`config.mk`:
```
export PLATFORM = sky130hd
export DESIGN_NAME = pzcorebus_data_packer
export DESIGN_NICKNAME = d
export VERILOG_FILES = /design/src/rtl/pzcorebus_pkg.sv /design/src/rtl/pzcorebus_data_packer.sv
export SDC_FILE = /design/constraint.sdc
export NUM_CORES = 1
export LEC_CHECK = 0
export CAP_MARGIN = 10
export CORE_MARGIN = 4
export CORE_UTILIZATION = 30
export DETAILED_ROUTE_END_ITERATION = 7
export GPL_ROUTABILITY_DRIVEN = 1
export GPL_TIMING_DRIVEN = 1
export HOLD_SLACK_MARGIN = 0.15
export PLACE_DENSITY_LB_ADDON = 0.1
export SYNTH_ARGS = -nofsm -noshare
export SYNTH_HDL_FRONTEND = slang
export SYNTH_SLANG_ARGS = --single-unit
```
`constraint.sdc`:
```
create_clock -name i_clk -period 2.2 [get_ports i_clk]
set_clock_uncertainty 0.2 [all_clocks]
set_input_delay 0.66 -clock i_clk [delete_from_list [all_inputs] [get_ports i_clk]]
set_output_delay 0.66 -clock i_clk [all_outputs]
set_load 0.005 [all_outputs]
```
`src/rtl/pzcorebus_pkg.sv`:
```
// rtl/pzcorebus_pkg.sv - shared types and helpers for the pzcorebus data path
//
// Contents:
//   pzcorebus_packer_state_e   packer FSM states (IDLE, ACCUM)
//   pzcorebus_packer_ratio()   lane count of a slave-to-master upsizing path
package pzcorebus_pkg;

    typedef enum logic {
        IDLE  = 1'b0,
        ACCUM = 1'b1
    } pzcorebus_packer_state_e;

    function automatic int pzcorebus_packer_ratio(input int slave_width, input int master_width);
        return master_width / slave_width;
    endfunction

endpackage

```
`src/rtl/pzcorebus_data_packer.sv`:
```
// rtl/pzcorebus_data_packer.sv - packs narrow write-data beats into master-width words
//
// Ports:
//   i_clk, i_rst_n       clock, asynchronous active-low reset
//   i_clear              synchronous flush of partial and output words
//   i_bypass, i_offset   burst mode and start lane, taken from the first beat only
//   i_valid/o_ready      narrow beat handshake; i_data, i_byteen, i_last beat payload
//   o_valid/i_ready      wide word handshake; o_data, o_byteen, o_last word payload
//   o_busy               burst in progress or output word pending
module pzcorebus_data_packer
    import pzcorebus_pkg::*;
#(
    parameter int SLAVE_DATA_WIDTH  = 32,
    parameter int MASTER_DATA_WIDTH = 128,
    parameter int RATIO             = pzcorebus_packer_ratio(SLAVE_DATA_WIDTH, MASTER_DATA_WIDTH),
    parameter int OFFSET_WIDTH      = (RATIO > 1) ? $clog2(RATIO) : 1
) (
    input  logic                           i_clk,
    input  logic                           i_rst_n,
    input  logic                           i_clear,
    input  logic                           i_bypass,
    input  logic                           i_valid,
    output logic                           o_ready,
    input  logic [OFFSET_WIDTH-1:0]        i_offset,
    input  logic [SLAVE_DATA_WIDTH-1:0]    i_data,
    input  logic [SLAVE_DATA_WIDTH/8-1:0]  i_byteen,
    input  logic                           i_last,
    output logic                           o_valid,
    input  logic                           i_ready,
    output logic [MASTER_DATA_WIDTH-1:0]   o_data,
    output logic [MASTER_DATA_WIDTH/8-1:0] o_byteen,
    output logic                           o_last,
    output logic                           o_busy
);

    localparam int SLAVE_BYTES  = SLAVE_DATA_WIDTH / 8;
    localparam int MASTER_BYTES = MASTER_DATA_WIDTH / 8;
    localparam logic [OFFSET_WIDTH-1:0] LAST_LANE = OFFSET_WIDTH'(RATIO - 1);

    if (RATIO < 1 || RATIO > 16 || (RATIO & (RATIO - 1)) != 0) begin : g_ratio_check
        $fatal(1, "pzcorebus_data_packer: RATIO %0d must be a power of two in 1..16", RATIO);
    end

    pzcorebus_packer_state_e     state_q, state_d;
    logic [OFFSET_WIDTH-1:0]     ptr_q, ptr_d;
    logic                        mode_q, mode_d;
    logic [MASTER_DATA_WIDTH-1:0] acc_data_q, acc_data_d;
    logic [MASTER_BYTES-1:0]     acc_be_q, acc_be_d;
    logic [MASTER_DATA_WIDTH-1:0] merged_data;
    logic [MASTER_BYTES-1:0]     merged_be;
    logic [RATIO-1:0]            lane_hit;
    logic [OFFSET_WIDTH-1:0]     beat_ptr;
    logic                        beat_mode;
    logic                        beat_accept;
    logic                        word_complete;

    // The output register can take a new word whenever it is empty or being
    // popped in this same cycle, so every beat (completing or not) uses this.
    assign o_ready     = !o_valid || i_ready;
    assign beat_accept = i_valid && o_ready;
    assign o_busy      = (state_q == ACCUM) || o_valid;

    // Lane and mode seen by the current beat: a first beat takes them from the
    // inputs, later beats from the registers. Bypass always uses lane 0, and a
    // single-lane packer has no offset or mode to choose.
    always_comb begin
        beat_ptr  = ptr_q;
        beat_mode = mode_q;
        if (state_q == IDLE) begin
            beat_mode = (RATIO == 1) ? 1'b0 : i_bypass;
            beat_ptr  = (RATIO == 1 || i_bypass) ? '0 : i_offset;
        end
    end

    assign word_complete = i_last || (beat_ptr == LAST_LANE) || beat_mode;

    // Accumulator contents with the current beat dropped into its lane.
    // Lanes never written stay at zero data / zero byte enables.
    for (genvar lane = 0; lane < RATIO; lane++) begin : g_lane
        assign lane_hit[lane] = (beat_ptr == OFFSET_WIDTH'(lane));
        assign merged_data[lane*SLAVE_DATA_WIDTH +: SLAVE_DATA_WIDTH] =
            lane_hit[lane] ? i_data : acc_data_q[lane*SLAVE_DATA_WIDTH +: SLAVE_DATA_WIDTH];
        assign merged_be[lane*SLAVE_BYTES +: SLAVE_BYTES] =
            lane_hit[lane] ? i_byteen : acc_be_q[lane*SLAVE_BYTES +: SLAVE_BYTES];
    end

    always_comb begin
        state_d    = state_q;
        ptr_d      = ptr_q;
        mode_d     = mode_q;
        acc_data_d = acc_data_q;
        acc_be_d   = acc_be_q;
        if (i_clear) begin
            state_d    = IDLE;
            ptr_d      = '0;
            mode_d     = 1'b0;
            acc_data_d = '0;
            acc_be_d   = '0;
        end else if (beat_accept) begin
            mode_d = beat_mode;
            if (word_complete) begin
                // Merged word leaves for the output register; a burst that
                // continues wraps to lane 0 without re-reading i_offset.
                state_d    = i_last ? IDLE : ACCUM;
                ptr_d      = '0;
                acc_data_d = '0;
                acc_be_d   = '0;
            end else begin
                state_d    = ACCUM;
                ptr_d      = beat_ptr + 1'b1;
                acc_data_d = merged_data;
                acc_be_d   = merged_be;
            end
        end
    end

    always_ff @(posedge i_clk or negedge i_rst_n) begin
        if (!i_rst_n) begin
            state_q    <= IDLE;
            ptr_q      <= '0;
            mode_q     <= 1'b0;
            acc_data_q <= '0;
            acc_be_q   <= '0;
        end else begin
            state_q    <= state_d;
            ptr_q      <= ptr_d;
            mode_q     <= mode_d;
            acc_data_q <= acc_data_d;
            acc_be_q   <= acc_be_d;
        end
    end

    // Output register: a completing beat reloads it even while the previous
    // word is popped in the same cycle, keeping o_valid high.
    always_ff @(posedge i_clk or negedge i_rst_n) begin
        if (!i_rst_n) begin
            o_valid  <= 1'b0;
            o_data   <= '0;
            o_byteen <= '0;
            o_last   <= 1'b0;
        end else if (i_clear) begin
            o_valid  <= 1'b0;
            o_data   <= '0;
            o_byteen <= '0;
            o_last   <= 1'b0;
        end else if (beat_accept && word_complete) begin
            o_valid  <= 1'b1;
            o_data   <= merged_data;
            o_byteen <= merged_be;
            o_last   <= i_last;
        end else if (i_ready) begin
            o_valid  <= 1'b0;
        end
    end

endmodule

```
After elaboration in Yosys (flattened, before gate mapping):

Index checks and enable logic that the tools add are counted.

* register bits after elaboration: 294
* bits of input ports: 45
* output and inout bits: 148
* logic and storage cells: 59

* $add $sub $neg: 1
* eq/ne operators: 3
* mux-type cells: 35
* reduce and logical (&&, ||, !) cells: 11

Operator list (count)
* $mux 128: 5
* $mux 32: 4
* $mux 16: 5
* $mux 4: 4
* $mux 1: 12
* $mux 2: 5
* $eq 2x2->1 const B: 2
* $logic_or 1x1->1: 4
* $reduce_bool 2->1: 2
* $reduce_bool 3->1: 1
* $add 2x1->2 const B: 1
* $eq 2x1->1 const B: 1
* $logic_and 1x1->1: 2
* $logic_not 2->1: 1
* $logic_not 1->1: 1

Depth between registers and ports, before layout:

* depth after elaboration: 8
* mapped depth: 9
* depth with buffers taken out: 5

Least setup slack after synthesis:

No wires, ideal clock.

* path kind: input to register
* start point: input i_bypass
* end point: register acc_be_q[10]
* library setup time: 0.065 ns
* arrival: 2.201 ns
* data required time: 1.935 ns
* slack: -0.266 ns
* stages: 7
* buffers on the path: 3
* cells stage by stage: buf_6 > or4b_4 > o21a_1 > buf_6 > nor4_4 > buf_6 > a22o_1

* longest elaborated chain between the ends: 8
* elaborated cells between the ends (all ways): 11
* those cells by class: 2 x eq/ne; 7 x mux; 2 x reduce/logical

RTL lines
* start: declaration: RTL line pzcorebus_data_packer.sv:21 `input logic i_bypass,`
* $mux 2: RTL line pzcorebus_data_packer.sv:71 `beat_ptr = (RATIO == 1 || i_bypass) ? '0 : i_offset;`
* $mux 2: RTL line pzcorebus_data_packer.sv:69 `if (state_q == IDLE) begin`
* $eq 2x2->1: RTL line pzcorebus_data_packer.sv:75 `assign word_complete = i_last || (beat_ptr == LAST_LANE) || beat_mode;`
* $logic_or 1x1->1 (2 in a row): RTL line pzcorebus_data_packer.sv:75
* $mux 16 *: RTL line pzcorebus_data_packer.sv:101 `if (word_complete) begin`
* $mux 16 *: RTL line pzcorebus_data_packer.sv:99 `end else if (beat_accept) begin`
* $mux 16 *: RTL line pzcorebus_data_packer.sv:93 `if (i_clear) begin`
* end signal: assignment: RTL line pzcorebus_data_packer.sv:123 `acc_be_q <= '0;`
* end signal: assignment: RTL line pzcorebus_data_packer.sv:129 `acc_be_q <= acc_be_d;`
* end: declaration: RTL line pzcorebus_data_packer.sv:48 `logic [MASTER_BYTES-1:0] acc_be_q, acc_be_d;`

Mark *: on every way between the ends. The rest lies on a longest branch, timed or not. The select of a mux whose other input is x is not followed.
A chain may end at the register's enable or synchronous reset.

Final worst setup path:

* start point: register state_q
* end point: register acc_data_q[78]

* longest elaborated chain between the ends: 7
* elaborated cells between the ends (all ways): 10
* those cells by class: 2 x eq/ne; 6 x mux; 2 x reduce/logical

RTL lines
* start: declaration: RTL line pzcorebus_data_packer.sv:44 `pzcorebus_packer_state_e state_q, state_d;`
* start signal: assignment: RTL line pzcorebus_data_packer.sv:125 `state_q <= state_d;`
* $mux 2: RTL line pzcorebus_data_packer.sv:69
* $eq 2x2->1: RTL line pzcorebus_data_packer.sv:75
* $logic_or 1x1->1 (2 in a row): RTL line pzcorebus_data_packer.sv:75
* $mux 128 *: RTL line pzcorebus_data_packer.sv:101
* $mux 128 *: RTL line pzcorebus_data_packer.sv:99
* $mux 128 *: RTL line pzcorebus_data_packer.sv:93
* end signal: assignment: RTL line pzcorebus_data_packer.sv:128 `acc_data_q <= acc_data_d;`
* end: declaration: RTL line pzcorebus_data_packer.sv:47 `logic [MASTER_DATA_WIDTH-1:0] acc_data_q, acc_data_d;`

Marked as above.

==> summary.txt <==
Finish
  • Post-route core utilization: 47.4%
  • Final #Nets: 1451
  • Layout Cells excl Fill: 1965
  • Fraction of layout cells with a size suffix above 1: 29.3%
  • Fillers: 3765
  • Layout area overhead: 56.4%

Worst setup path
  • Worst Path Required: between 2000 and 2500 ps
  • Arrival time of the worst setup path: around 2600 ps
  • Worst-path maximum fanout: 6
  • Startpoint Class: flop
  • Setup Crit Path Kind: reg2reg
  • Crit. End Element: flop

Clock tree
  • Clk_lat worst skew: 550 ps
  • TritonCTS buffer count: 35
  • Clock Path Buffers: 3
  • CTS root buf: clkbuf_16
  • H-tree depth: 2
  • Worst-path clk slew: 60 ps
  • TritonCTS clock tree: built
  • # clock sinks: 294

Outcome
  • Status: complete, but fails checks
  • Failing checks: negative setup slack

Yosys
  • Syn Area/Cell: 11.5 sq um
  • Synth cell count leaders: dfrtp_1 (294), nand2_1 (190), a22o_1 (108), a21oi_1 (100), a311oi_1 (93)
  • Area leader, netlist: dfrtp_1
  • Post-Synthesis Cells: between 1000 and 1500
  • Synth cell types: 36
  • Top post-synthesis cells by area: dfrtp_1 (60%), a22o_1 (7.7%), a311oi_1 (6.6%), nand2_1 (5.8%), mux2i_1 (4.3%)
  • Async set-reset flop share out of synthesis: 100%
  • Top-count cell post-synth: dfrtp_1
  • Yosys warning count: 0
  • FF+latch count, synth: just under 300
  • Syn nets: 1117
  • Share of the yosys chip area belonging to registers: 59.6%
  • Top-area cell type share of the netlist area: between 50% and 60%
  • Number of flops mapped to enable cells by yosys: 0
  • Primary FF master, synth: dfrtp_1
  • Synthesized cell area: 12300 sq um

GRT
  • Vias in the first global route: around 11000
  • First-pass GRT wire length: slightly above 70 mm
  • Overflow after GRT: 0
  • Overall Global Routing Usage: 20.6%
  • Largest net degree at the start of global routing: between 60 and 70
  • Initial antenna violation count: 1

Floorplanning
  • Core area: a little over 40000 sq um
  • DIE AREA: ~44000 sq um
  • Chip Width: between 200 and 250 um
  • I/O pin count: 193
  • Initial Util: a little over 30%
  • Die H: 211 um
  • Num rows: 74

Timing
  • Slew @ Worst Pin: around 650 ps
  • Slew Viols, Final: 0
  • Final worst-path cycle share: 108%
  • Slew Limit Headroom: ~57%
  • Final hold vios: 0
  • RSZ-0062 raised after global routing: yes
  • Post-route setup slack: -176 ps
  • Tmin final: about 2400 ps
  • Final setup fails: around 90
  • Fmax achieved: 421 MHz

Power and ir drop
  • Internal power: around 10000 uW
  • Sw Ratio: between 20 and 30%
  • Comb pwr share: between 15 and 20%
  • Leakage power: about 0.0091 uW
  • Sw power: around 3900 uW
  • VDD IR max: 0.443 mV
  • PD cells: 740 nW/um^2
  • Clock power frac: 42.0%
  • Seq pwr share: about two fifths

Place
  • GPL Wtd Cong: between 0.7 and 0.8
  • HPWL Detailed: 27.6 mm
  • Placed cell count: 1789
  • Port Buffer Count: 192

Detailed routing
  • DRT iter0 DRCs: ~600
  • Via Count: ~11000
  • Per-cell routed wire length: 24.5 um
  • Post-route DRC: 0
  • Post-route ant nets: 0
  • Router iterations before antenna repair: 5
  • Vias per Instance: 5.35
  • Final wirelength: a little under 50 mm

Min path
  • Hold Crit Class: reg2reg

Flow run
  • MaxCap Viol Count: 0
layout make-up:
cell class                      instances  area, sq um  area share [%]
Tap cell                              532          666            3.45
Clock buffer                           51         1070            5.53
Sequential cell                       294         7360            38.1
Timing Repair Buffer                  400         4660            24.1
Clock inverter                         12          128           0.661
Inverter                                3         11.3          0.0583
Multi-Input combinational cell        672         5420            28.0
Antenna cell                            1         2.50          0.0130
path summary, 6_finish.rpt:
path,start,to,slack (ps),cells past startpoint
max,state_q$_DFFE_PN0P_,acc_data_q[78]$_DFFE_PN0P_,-180,8
min,acc_data_q[97]$_DFFE_PN0P_,acc_data_q[97]$_DFFE_PN0P_,280,1
max reg2reg,state_q$_DFFE_PN0P_,acc_data_q[78]$_DFFE_PN0P_,-180,8
min reg2reg,acc_data_q[97]$_DFFE_PN0P_,acc_data_q[97]$_DFFE_PN0P_,280,1
max in group asynchronous,i_rst_n,o_data[115]$_DFFE_PN0P_,720,4
min in group asynchronous,i_rst_n,o_data[101]$_DFFE_PN0P_,390,2
kinds of logic after synthesis:
group / share of synthesized area, %
AOI/OAI and AO/OA: 23.0
DFF: 59.6
and+or+nand+nor: 9.13
buffers and inverters: 3.98
muxes: 4.30
routing by layer:
metal	up-vias	track usage (%)	wire length, um
met3	58	3.98	2840
li1	4703	-	-
met1	5444	30.3	22400
met5	-	0	18
met2	302	31.6	22000
met4	2	5.28	857
registers in the layout, indices dropped and copies added (netlist names):
| signal | cells |
|---|---|
| mode_q | 1 |
| state_q | 1 |
| acc_be_q | 16 |
| o_data | 128 |
| o_last | 1 |
| ptr_q | 2 |
| o_valid | 1 |
| acc_data_q | 128 |
| o_byteen | 16 |
cells in the final DEF, fill, tap and decap left out, types with 2 or more instances in the layout:
master and count:
buf_8 7, inv_1 2, nand2_2 5, a311oi_1 8, dlygate4sd2_1 147, a21oi_1 91
clkinv_2 7, buf_6 30, nand2_1 174, o31ai_4 4, a21oi_2 9, a311oi_2 85
clkdlybuf4s50_1 38, dlymetal6s2s_1 2, clkbuf_8 11, mux2i_1 51, nor4_4 3, o21ai_0 2
buf_16 18, nand2b_1 2, nand2_4 11, nor2_1 4, buf_4 92, buf_12 55
a22o_1 108, and2_1 36, o2bb2ai_2 5, bufinv_16 2, clkbuf_1 4, dfrtp_1 293
clkbuf_16 45, o21ai_4 3, a211oi_2 5, o2bb2ai_1 40, and2_4 3
power groups by stage:
stage	Clock [uW]	Sequential, uW	Combinational [uW]
2_1_floorplan	0	5810	736
3_3_place_gp	0	5870	1900
3_5_place_dp	0	5860	1910
4_1_cts	6140	5760	2380
5_1_grt	6370	5780	2710
6_report	6000	5760	2540
critical path: stages, from the launching register on:
cell	delay, ps
dfrtp_2	410
buf_6	140
or4b_4	550
o21a_4	160
nor4_4	270
buf_4	170
buf_6	130
buf_12	130
a22o_1	130
per-stage QoR:
step	hold WS (ps)	area, sq um	power, uW	TNS [ps]	setup WS (ps)
2_1_floorplan	164	12500	6550	-17270	-258
3_3_place_gp	269	15800	7760	-175180	-693
3_5_place_dp	271	15800	7770	-179080	-706
4_1_cts	287	18700	14300	-12640	-162
5_1_grt	292	19300	14900	-15780	-246
6_report	283	19300	14300	-6130	-176
repair_timing:
item,CTS,global route
setup endpoints to repair,383,294
hold buffers,1,0
pin swaps,71,68
resized for setup,284,96
buffers inserted,69,17
cloned,25,11
hold endpoints to repair,168,0
No activity file was read; power rests on OpenSTA's default activity.
